**src/rtl/if_pc_btb.sv**
```systemverilog
// if_pc_btb: fetch-stage PC generator with a direct-mapped branch target buffer.
//
// The block drives the current fetch PC and predicts the next one from the
// BTB. Branch and jump outcomes resolved in EX train the BTB. A mispredicted
// EX instruction raises RedirectE and reloads the PC.
//
// Ports:
//   clk         system clock, rising edge
//   rst         asynchronous active-low reset
//   en          fetch enable (~StallF); 0 holds PCF unless a redirect occurs
//   PCF         current fetch PC (registered)
//   NPCPredF    predicted next PC for PCF (combinational)
//   PredTakenF  BTB hit at PCF with a taken-leaning counter
//   CtrlE       one-cycle pulse: EX holds a resolved branch/JAL/JALR
//   PCE         PC of the EX instruction
//   TakenE      actual direction of the EX instruction
//   TargetE     actual taken target (low two bits ignored)
//   NPCPredE    prediction that travelled with the EX instruction
//   RedirectE   misprediction flag (combinational)
//   RedirectPC  correct next PC for the EX instruction
module if_pc_btb #(
    parameter int          BTB_ENTRIES = 8,
    parameter logic [31:0] RESET_PC    = 32'h0000_0000
) (
    input  logic        clk,
    input  logic        rst,
    input  logic        en,
    output logic [31:0] PCF,
    output logic [31:0] NPCPredF,
    output logic        PredTakenF,
    input  logic        CtrlE,
    input  logic [31:0] PCE,
    input  logic        TakenE,
    input  logic [31:0] TargetE,
    input  logic [31:0] NPCPredE,
    output logic        RedirectE,
    output logic [31:0] RedirectPC
);

    localparam int IDX   = $clog2(BTB_ENTRIES);
    localparam int TAG_W = 30 - IDX;

    // Saturating 2-bit counter step toward "taken".
    function automatic logic [1:0] sat_inc(input logic [1:0] c);
        return (c == 2'b11) ? 2'b11 : c + 2'b01;
    endfunction

    // Saturating 2-bit counter step toward "not taken".
    function automatic logic [1:0] sat_dec(input logic [1:0] c);
        return (c == 2'b00) ? 2'b00 : c - 2'b01;
    endfunction

    logic             valid_r [BTB_ENTRIES];
    logic [TAG_W-1:0] tag_r   [BTB_ENTRIES];
    logic [29:0]      tgt_r   [BTB_ENTRIES];
    logic [1:0]       cnt_r   [BTB_ENTRIES];
    logic [31:0]      pcf_r;

    logic [IDX-1:0]   f_idx_s;
    logic [TAG_W-1:0] f_tag_s;
    logic             f_hit_s;
    logic             pred_taken_s;
    logic [31:0]      npc_pred_s;
    logic [IDX-1:0]   e_idx_s;
    logic [TAG_W-1:0] e_tag_s;
    logic             e_hit_s;
    logic [31:0]      redirect_pc_s;
    logic             redirect_s;

    // Only the word-aligned part of TargetE is meaningful.
    logic             unused_target_lsb_s;
    assign unused_target_lsb_s = &{1'b0, TargetE[1:0]};

    // Fetch-side lookup: prediction is built from the pre-write BTB contents.
    always_comb begin
        f_idx_s      = pcf_r[IDX+1:2];
        f_tag_s      = pcf_r[31:IDX+2];
        f_hit_s      = valid_r[f_idx_s] && (tag_r[f_idx_s] == f_tag_s);
        pred_taken_s = f_hit_s && cnt_r[f_idx_s][1];
        npc_pred_s   = pred_taken_s ? {tgt_r[f_idx_s], 2'b00} : (pcf_r + 32'd4);
    end

    // EX-side lookup and misprediction detection; redirect is masked in reset.
    always_comb begin
        e_idx_s       = PCE[IDX+1:2];
        e_tag_s       = PCE[31:IDX+2];
        e_hit_s       = valid_r[e_idx_s] && (tag_r[e_idx_s] == e_tag_s);
        redirect_pc_s = TakenE ? {TargetE[31:2], 2'b00} : (PCE + 32'd4);
        redirect_s    = rst && CtrlE && (redirect_pc_s != NPCPredE);
    end

    // BTB training from resolved EX control-flow instructions.
    always_ff @(posedge clk or negedge rst) begin
        if (!rst) begin
            for (int i = 0; i < BTB_ENTRIES; i++) begin
                valid_r[i] <= 1'b0;
                tag_r[i]   <= {TAG_W{1'b0}};
                tgt_r[i]   <= 30'd0;
                cnt_r[i]   <= 2'b01;
            end
        end else if (CtrlE) begin
            if (e_hit_s) begin
                if (TakenE) begin
                    cnt_r[e_idx_s] <= sat_inc(cnt_r[e_idx_s]);
                    tgt_r[e_idx_s] <= TargetE[31:2];
                end else begin
                    cnt_r[e_idx_s] <= sat_dec(cnt_r[e_idx_s]);
                end
            end else if (TakenE) begin
                // Direct-mapped: a taken miss evicts whatever lives at this index.
                valid_r[e_idx_s] <= 1'b1;
                tag_r[e_idx_s]   <= e_tag_s;
                tgt_r[e_idx_s]   <= TargetE[31:2];
                cnt_r[e_idx_s]   <= 2'b10;
            end
        end
    end

    // Fetch PC register: a redirect overrides a stall.
    always_ff @(posedge clk or negedge rst) begin
        if (!rst) begin
            pcf_r <= RESET_PC;
        end else if (redirect_s) begin
            pcf_r <= redirect_pc_s;
        end else if (en) begin
            pcf_r <= npc_pred_s;
        end
    end

    assign PCF        = pcf_r;
    assign NPCPredF   = npc_pred_s;
    assign PredTakenF = pred_taken_s;
    assign RedirectE  = redirect_s;
    assign RedirectPC = redirect_pc_s;

endmodule

```
**config.mk**
```make
export PLATFORM = sky130hd
export DESIGN_NAME = if_pc_btb
export DESIGN_NICKNAME = d
export VERILOG_FILES = /design/src/rtl/if_pc_btb.sv
export SDC_FILE = /design/constraint.sdc
export NUM_CORES = 1
export LEC_CHECK = 0
export CAP_MARGIN = 20
export CORE_ASPECT_RATIO = 1.75
export CORE_MARGIN = 2
export CORE_UTILIZATION = 55
export DETAILED_ROUTE_END_ITERATION = 7
export PLACE_DENSITY_LB_ADDON = 0.08
export REMOVE_ABC_BUFFERS = 1
export SYNTH_ARGS = -nofsm -noshare
export SYNTH_HDL_FRONTEND = slang
export SYNTH_SLANG_ARGS = --single-unit
```
**constraint.sdc**
```tcl
create_clock -name clk -period 8.5 [get_ports clk]
set_input_delay 2.55 -clock clk [delete_from_list [all_inputs] [get_ports clk]]
set_output_delay 2.55 -clock clk [all_outputs]
set_load 0.005 [all_outputs]
```
# [After elaboration in Yosys (flattened, before gate mapping)]
# Index checks and enable logic that the tools add are counted.
[word_totals] regBits=512 latch_bits=0 mem_bits_rw=0 rom_bits=0 in_bits=101 out_inout_bits=98 word_cells=105 mem_count=0
[classes] n_addsub=4 n_mul=0 n_div=0 magnitude_cmp=3 eq_ne=4 shift=0 n_mux=42 n_bitwise=7 n_reduce_logical=12
[op_table] cell="$bwmux W240" count=1
[op_table] cell="$bwmux W216" count=1
[op_table] cell="$bmux W27 S3" count=2
[op_table] cell="$mux W27" count=5
[op_table] cell="$mux W32" count=4
[op_table] cell="$bmux W30 S3" count=1
[op_table] cell="$demux W30 S3" count=1
[op_table] cell="$mux W30" count=3
[op_table] cell="$demux W27 S3" count=1
[op_table] cell="$add A32 B3 Y32 const B" count=2
[op_table] cell="$eq A27 B27 Y1" count=2
[op_table] cell="$mux W16" count=3
[op_table] cell="$bwmux W16" count=2
[op_table] cell="$ne A32 B32 Y1" count=1
[op_table] cell="$or A8 B8 Y8" count=2
[op_table] cell="$mux W2" count=7
[op_table] cell="$bmux W2 S3" count=2
[op_table] cell="$and A8 B8 Y8" count=1
[op_table] cell="$ge A4 B4 Y1 const B" count=2
[op_table] cell="$not A3 Y4" count=2
[op_table] cell="$not A8 Y8" count=1
[op_table] cell="$bmux W1 S3" count=2
[op_table] cell="$demux W2 S3" count=1
[op_table] cell="$logic_and A1 B1 Y1" count=6
[op_table] cell="other kinds (11)" count=17

# [Logic depth before layout (Yosys ltp)]
# Gate-level depths: netlist of the first run.
[logic_depth] depth_word=10 mapped_depth=15

# [Worst setup path after synthesis of the first run]
# OpenSTA, ideal clock, no wires.
[synth_path] path_type="input-to-output" startpoint="in PCE[12]" endpoint="out RedirectE" t_arrival_ps=5033 slack_ps=917 stages=11 cell_sequence="buf_2 nand4_1 nor4_2 nand4_1 a31oi_1 xor2_1 a2111oi_0 nand4_1 and3_1 clkbuf_1 buf_2"
[synth_between] elab_chain_cells=4
[synth_rtl] item="from (decl)" line_no="32" rtl="input logic [31:0] PCE,"
[synth_rtl] item="$add A32 B3 Y32" line_no="88" rtl="redirect_pc_s = TakenE ? {TargetE[31:2], 2'b00} : (PCE + 32'd4);"
[synth_rtl] item="$mux W32" line_no="88"
[synth_rtl] item="net RedirectPC[26]" line_no="37" rtl="output logic [31:0] RedirectPC"
[synth_rtl] item="$ne A32 B32 Y1" line_no="89" rtl="redirect_s = rst && CtrlE && (redirect_pc_s != NPCPredE);"
[synth_rtl] item="$logic_and A1 B1 Y1" line_no="89"
[synth_rtl] item="to (decl)" line_no="36" rtl="output logic RedirectE,"
# The timed path passes the listed nets, and every way through them passes these cells.

# [Final worst setup path of the first run]
[layout_path] startpoint="in PCE[11]" endpoint="out RedirectE"
[layout_between] elab_chain_cells=4
[layout_rtl] item="$add A32 B3 Y32" line_no="88"
[layout_rtl] item="$mux W32" line_no="88"
[layout_rtl] item="$ne A32 B32 Y1" line_no="89"
[layout_rtl] item="$logic_and A1 B1 Y1" line_no="89"
# No other way between the ends.

==> run metrics, run 1 <==
highest-count cells in the layout ignoring fill and taps=dfrtp_1 (501), mux2_2 (499), buf_4 (206); final core utilization=66.1%; Reg2Reg Capture Point=PCF[29]; Die ar.=54,900 um^2; setup TNS=0 ns; CP Launch Type=input port; Post-Layout Cell Count=approximately 3,300; hpwl dp=between 70,000 and 80,000 um; Worst-Skew Late Latency=0.60 ns; crit path from=PCE[11]; slack of the critical path=0.367 ns; Die W=~180 um; largest net degree at the start of global routing=159; sequential area share after synthesis=about 44%; Routed WL per cell=30.7 um; Post-CTS Hold Fix Bufs=0; ys flop type=dfrtp_1; final instance area=34,600 um^2; Area Overhead vs Synth=18.9%; dpl ws=-0.243 ns; Gate Count Post-Synth=2,381; drt total wl=103,000 um; Worst Skew=0.0205 ns; R2R cell count=11; clock-pin slew on the worst setup and hold paths=approximately 0.060 ns; CP Data Arrival Time=5.58 ns; Power Total=8.93 mW; syn avg cell area=between 10 and 15 um^2; drt initial violations=1,768; Fin. Hold Viols=0; Max Freq=123 MHz; Placed Area=between 30,000 and 40,000 um^2; global route total overflow=0; Layout Nets=between 2,000 and 3,000; flops & latches, synth=512; dpl cells=between 3,000 and 4,000; number of flops mapped to enable cells by yosys=0; critical path fanouts, max=6; TritonCTS clock tree=done; post-DR vias/cell=6.63; DRC=0; Register Area=~13,000 um^2; Vias=approximately 22,000; drt pass-1 iters=5; Port Buffers=196; Yosys Warn Count=0; reg2reg setup slack=just under 4 ns; CTS sink cnt=roughly 500; most common cell after layout, fill and taps aside=dfrtp_1; Hold Path Class=register to register; FFs w/ async S/R, synth=100%; Multi-input gate area=about 15,000 um^2; synthesized area=between 20,000 and 30,000 um^2; Slew headroom=between 30% and 40%; fraction of layout cells with a size suffix above 1=between 30 and 40%; RePlAce Congestion=between 0.9 and 1; Final setup viols=0; IO Pins=199; Worst Tran Pin Value=1.03 ns; Post-DRT Antenna Nets=0; fin crit period=between 8 and 9 ns; first-pass GRT wire length=~150,000 um; Initial Utilization=55.6%; reg2reg start=PCF[3]; Critical Path RT=~6 ns; RSZ-0062 raised after global routing=no; status=completed; Leak=14.5 nW; VDD IR max=about 0.2 mV; fin. max-slew vios=0; P per Cell Area=about 260 nW/um^2; fin crit share=95.7%; core area=roughly 52,000 um^2; Setup crit end=RedirectE; hold slack final=around 0.50 ns; Filler Cell Count=4,019; row cnt=between 100 and 150; Clock Path Buffers=3; vias in the first global route=23,800; Distinct cells, synth=76; CP endpoint kind=output pin; TritonCTS Buffers=51; Total GRT Usage=approximately 38%; die height=308 um; H-tree levels=2; root buf cell=clkbuf_16; maxcap violations=0; initial antenna violation count=6; critical path class=input port to output pin
-- Yosys cell counts, drive strengths merged (24+ instances only) --
master	n	area share [%]
a21oi	34	0.58
a221oi	28	0.84
a31oi	24	0.52
and3	33	0.71
buf	112	1.9
clkbuf	106	1.4
dfrtp	504	43
inv	40	0.52
mux2	512	20
mux2i	91	3.1
mux4	138	11
nand2	107	1.4
nand3	34	0.58
nand4	28	0.62
nor2	133	1.7
nor4	27	0.70
o21ai	54	0.93
or2	25	0.54
xnor2	68	2.0
xor2	54	1.6
-- worst max-delay path, cell delays in order --
cell and delay [ns]:
clkdlybuf4s50_1 0.59, nand4_1 0.17, buf_6 0.18, buf_4 0.14, nor3_2 0.17, buf_4 0.18, mux2i_2 0.25, or3_1 0.15
nand4_1 0.34, a2111oi_4 0.38, nand4_1 0.12, and3_4 0.23, dlymetal6s2s_1 0.15
-- where the power goes --
part           leakage, nW  internal [mW]  switching [mW]
clock network        0.899           1.48           0.997
registers             6.18           2.99           0.514
logic                 7.42           1.56            1.39
-- routing by layer --
metal  part of all wire (%)  vias to the layer above  track usage [%]
li1                       -                     9266                -
met1                     36                    11400             43.8
met2                     48                     1074             62.2
met3                    6.6                      400             6.41
met4                    9.5                        8             29.9
met5                  0.053                        -                0
-- worst min path at each step --
stage / from / endpoint / slack, ns / cells after the start
finish: tgt_r[176] / tgt_r[176] / 0.50 / 1
floorplan: valid_r[5] / valid_r[5] / 0.45 / 1
global placement: valid_r[6] / valid_r[6] / 0.48 / 1
CTS: valid_r[3] / valid_r[3] / 0.50 / 1
global route: tgt_r[179] / tgt_r[179] / 0.51 / 1
detailed placement: valid_r[3] / valid_r[3] / 0.49 / 1
-- final cells by class --
type / count / share of cell area, %
Multi-Input combinational cell: 1611 / 44.3
Sequential cell: 512 / 37.1
Timing Repair Buffer: 408 / 10.5
Clock buffer: 78 / 4.53
Tap cell: 678 / 2.45
Clock inverter: 15 / 0.741
Inverter: 40 / 0.434
Antenna cell: 2 / 0.0145
-- flip-flops by register name, indices dropped and copies added, names as in the netlist --
register,flops
tgt_r,240
PCF,32
cnt_r,16
tag_r,216
valid_r,8
-- logic make-up (layout without fill, tap and decap cells) --
group,count (synthesis),in the layout,synth area share (%)
AO/OA/AOI/OAI,252,252,6.10
XOR/XNOR,123,123,3.75
adder cells (fa/ha/maj),3,3,0.120
buffers and inverters,258,541,3.78
flip-flops,512,512,44.0
multiplexers,741,741,33.6
other,0,2,0
AND/OR/NAND/NOR,492,492,8.65
-- what timing repair did --
item | in CTS | in global routing
pin swaps | 1 | 6
setup endpoints to repair | 1 | 1
gates resized for setup | 6 | 17
setup buffers | 0 | 3
(Power assumes the default switching activity.)
==> run 2, diff against run 1 <==
--- a/config.mk
+++ b/config.mk
@@ -15,3 +15,4 @@
 export SYNTH_ARGS = -nofsm -noshare
 export SYNTH_HDL_FRONTEND = slang
 export SYNTH_SLANG_ARGS = --single-unit
+export TNS_END_PERCENT = 10
==> results of run 2 <==
Final layout, timing and power as in run 1 (identical DEF).
==> run 3, diff against run 2 <==
--- a/config.mk
+++ b/config.mk
@@ -10,6 +10,7 @@
 export CORE_MARGIN = 2
 export CORE_UTILIZATION = 55
 export DETAILED_ROUTE_END_ITERATION = 7
+export HOLD_SLACK_MARGIN = 0.06
 export PLACE_DENSITY_LB_ADDON = 0.08
 export REMOVE_ABC_BUFFERS = 1
 export SYNTH_ARGS = -nofsm -noshare
==> constraint.sdc (replaced) <==
create_clock -name clk -period 7.5 [get_ports clk]
set_input_delay 2.25 -clock clk [delete_from_list [all_inputs] [get_ports clk]]
set_output_delay 2.25 -clock clk [all_outputs]
set_load 0.005 [all_outputs]
==> run 3 against run 2 <==
Effect of this change: core utilization up 1.1 points; worst setup slack got worse by 0.26 ns; final area is 1.6% higher; first-iteration DRC count rose by 2.8%; total power grew 12%; via count increased by 0.77%; non-clock buffer count up 65.
==> run metrics, run 3 (synthesis gave the netlist of run 1 again) <==
clock-pin slew on the worst setup and hold paths=0.06 ns (about the same); drt total wl=103,000 um (+0.23%); DRC=0 (unchanged); fin crit period=7.39 ns; CP Launch Type=input port; Placed Area=33,200 um^2 (+1.6%); Top Usage Layer GRT=met2; VDD IR max=0.232 mV (+17%); Critical Path RT=5.25 ns (-0.70 ns); Worst Tran Pin Value=1.18 ns (+0.153 ns); fin crit share=98.6%; fraction of layout cells with a size suffix above 1=39.6% (+2.0 points); Layout Nets=2,790 (+2.3%); Fin. Hold Viols=0 (unchanged); Worst-Skew Late Latency=0.61 ns (about the same); max reg flops=240 (unchanged); IO Pins=199 (unchanged); RePlAce Congestion=0.973 (-2.5%); Clock Path Buffers=3 (unchanged); drt pass-1 iters=6 (+1); Max Freq=135 MHz; Area Overhead vs Synth=20.8%; hold slack final=0.500 ns (-0.00126 ns); Power Total=10.0 mW (+12%); CTS sink cnt=512 (unchanged); TritonCTS clock tree=done; final instance area=35,200 um^2 (+1.6%); maxcap violations=0 (unchanged); net switching power figure=3.29 mW (+13%); reg2reg start=PCF[2]; post-DR vias/cell=6.56 (-1.0%); highest-count cells in the layout ignoring fill and taps=dfrtp_1 (501), mux2_2 (499), buf_4 (257); met1 Use GR=44.0% (+0.23 points); Worst Skew=0.0250 ns (+0.00448 ns); vias in the first global route=23,500 (-0.88%); most common cell after layout, fill and taps aside=dfrtp_1; crit path from=PCE[21]; Slew headroom=20.8% (-10 points); Biggest register=tgt_r; hold path startpoint=tgt_r[42]; met2 usage=62.6% (+0.42 points); Vias=22,300 (+0.77%); P per Cell Area=285 nW/um^2 (+11%); die height=308 um (unchanged); Post-DRT Antenna Nets=0 (unchanged); fin. max-slew vios=0 (unchanged); drt initial violations=1,818 (+2.8%); H-tree levels=2 (unchanged); Hold Path Class=register to register; CP Data Arrival Time=5.14 ns (-0.44 ns); CP endpoint kind=output pin; Routed WL per cell=30.2 um (-1.5%); global route total overflow=0 (unchanged); Initial Utilization=55.6% (unchanged); status=completed; Port Buffers=196 (unchanged); row cnt=111 (unchanged); first-pass GRT wire length=150,000 um (-0.54%); critical path fanouts, max=7 (+1); Post-CTS Hold Fix Bufs=0 (unchanged); Total GRT Usage=38.0% (+0.050 points); core area=52,400 um^2 (unchanged); Die W=178 um (unchanged); sequential group share of total power=38.9% (-0.3 points); Leak=14.8 nW (+2.2%); critical path class=input port to output pin; largest net degree at the start of global routing=79 (-50%); TritonCTS Buffers=49 (-3.9%); root buf cell=clkbuf_16; Clk pwr share=26.3% (-1.5 points); initial antenna violation count=6 (unchanged); Die ar.=54,900 um^2 (unchanged); P_int=6.75 mW (+12%); Final setup viols=0 (unchanged); grt met3 use=7.04% (+0.63 points); hpwl dp=72,200 um (+0.97%); Logic pwr share=34.9% (+1.9 points); Switching Share=32.7% (+0.29 points)
run 3: power by group through the flow:
stage               Sequential (mW)  Combinational [mW]  Clock (mW)
finish                         3.90                3.50        2.64
global route                   3.97                3.70        2.77
CTS                            3.93                3.38        2.67
detailed placement             3.98                3.35           0
global placement               3.91                3.28           0
floorplan                      3.88                2.12           0
run 3: timing repair:
item,CTS,global route
setup buffers,3,13
pin swaps,8,9
cloned,0,0
setup endpoints to repair,2,6
resized for setup,26,24
run 3: through the flow:
stage          setup TNS (ns)  std cells  util, %  setup WS [ns]
2_1_floorplan          -54.35       2163        -          -2.17
3_3_place_gp           -0.567       3298     63.3         -0.567
3_5_place_dp           -0.518       3298     63.3         -0.508
4_1_cts                     0       3388     66.8        0.00392
5_1_grt              -0.00188       3402     67.2       -0.00188
6_report                    0       3404     67.2          0.108
run 3: routing by layer:
layer,vias to the layer above,part of all wire (%)
met3,374,7.0
met1,11500,36
met5,-,0.034
met2,1058,48
met4,6,8.9
li1,9402,-
run 3: final timing paths:
| path | slack, ns | endpoint | cells past startpoint |
|---|---|---|---|
| hold reg to reg | 0.50 | tgt_r[42] | 1 |
| max in group asynchronous | 2.80 | PCF[3] | 4 |
| hold / removal | 0.50 | tgt_r[42] | 1 |
| setup reg to reg | 3.15 | PCF[31] | 10 |
| min in group asynchronous | 1.54 | tag_r[122] | 1 |
| setup / recovery | 0.11 | RedirectPC[30] | 13 |
run 3: area by class of cell:
| class | count | area, um^2 |
|---|---|---|
| clock inverter | 17 | 223 |
| clock buffer | 70 | 1470 |
| inverter | 40 | 150 |
| fill | 3959 | 17200 |
| antenna | 3 | 7.51 |
| timing repair buffer | 473 | 4260 |
| tap | 678 | 848 |
| multi-input combinational | 1611 | 15400 |
| sequential | 512 | 12800 |
run 3: worst max-delay path: stages:
cell and delay (ns):
clkdlybuf4s50_1 0.47, buf_4 0.18, nand4_1 0.22, buf_4 0.23
nor4_2 0.25, buf_4 0.20, buf_4 0.12, nand3_1 0.13
buf_4 0.17, xor2_1 0.13, o21ai_1 0.12, buf_4 0.16
clkdlybuf4s50_1 0.50
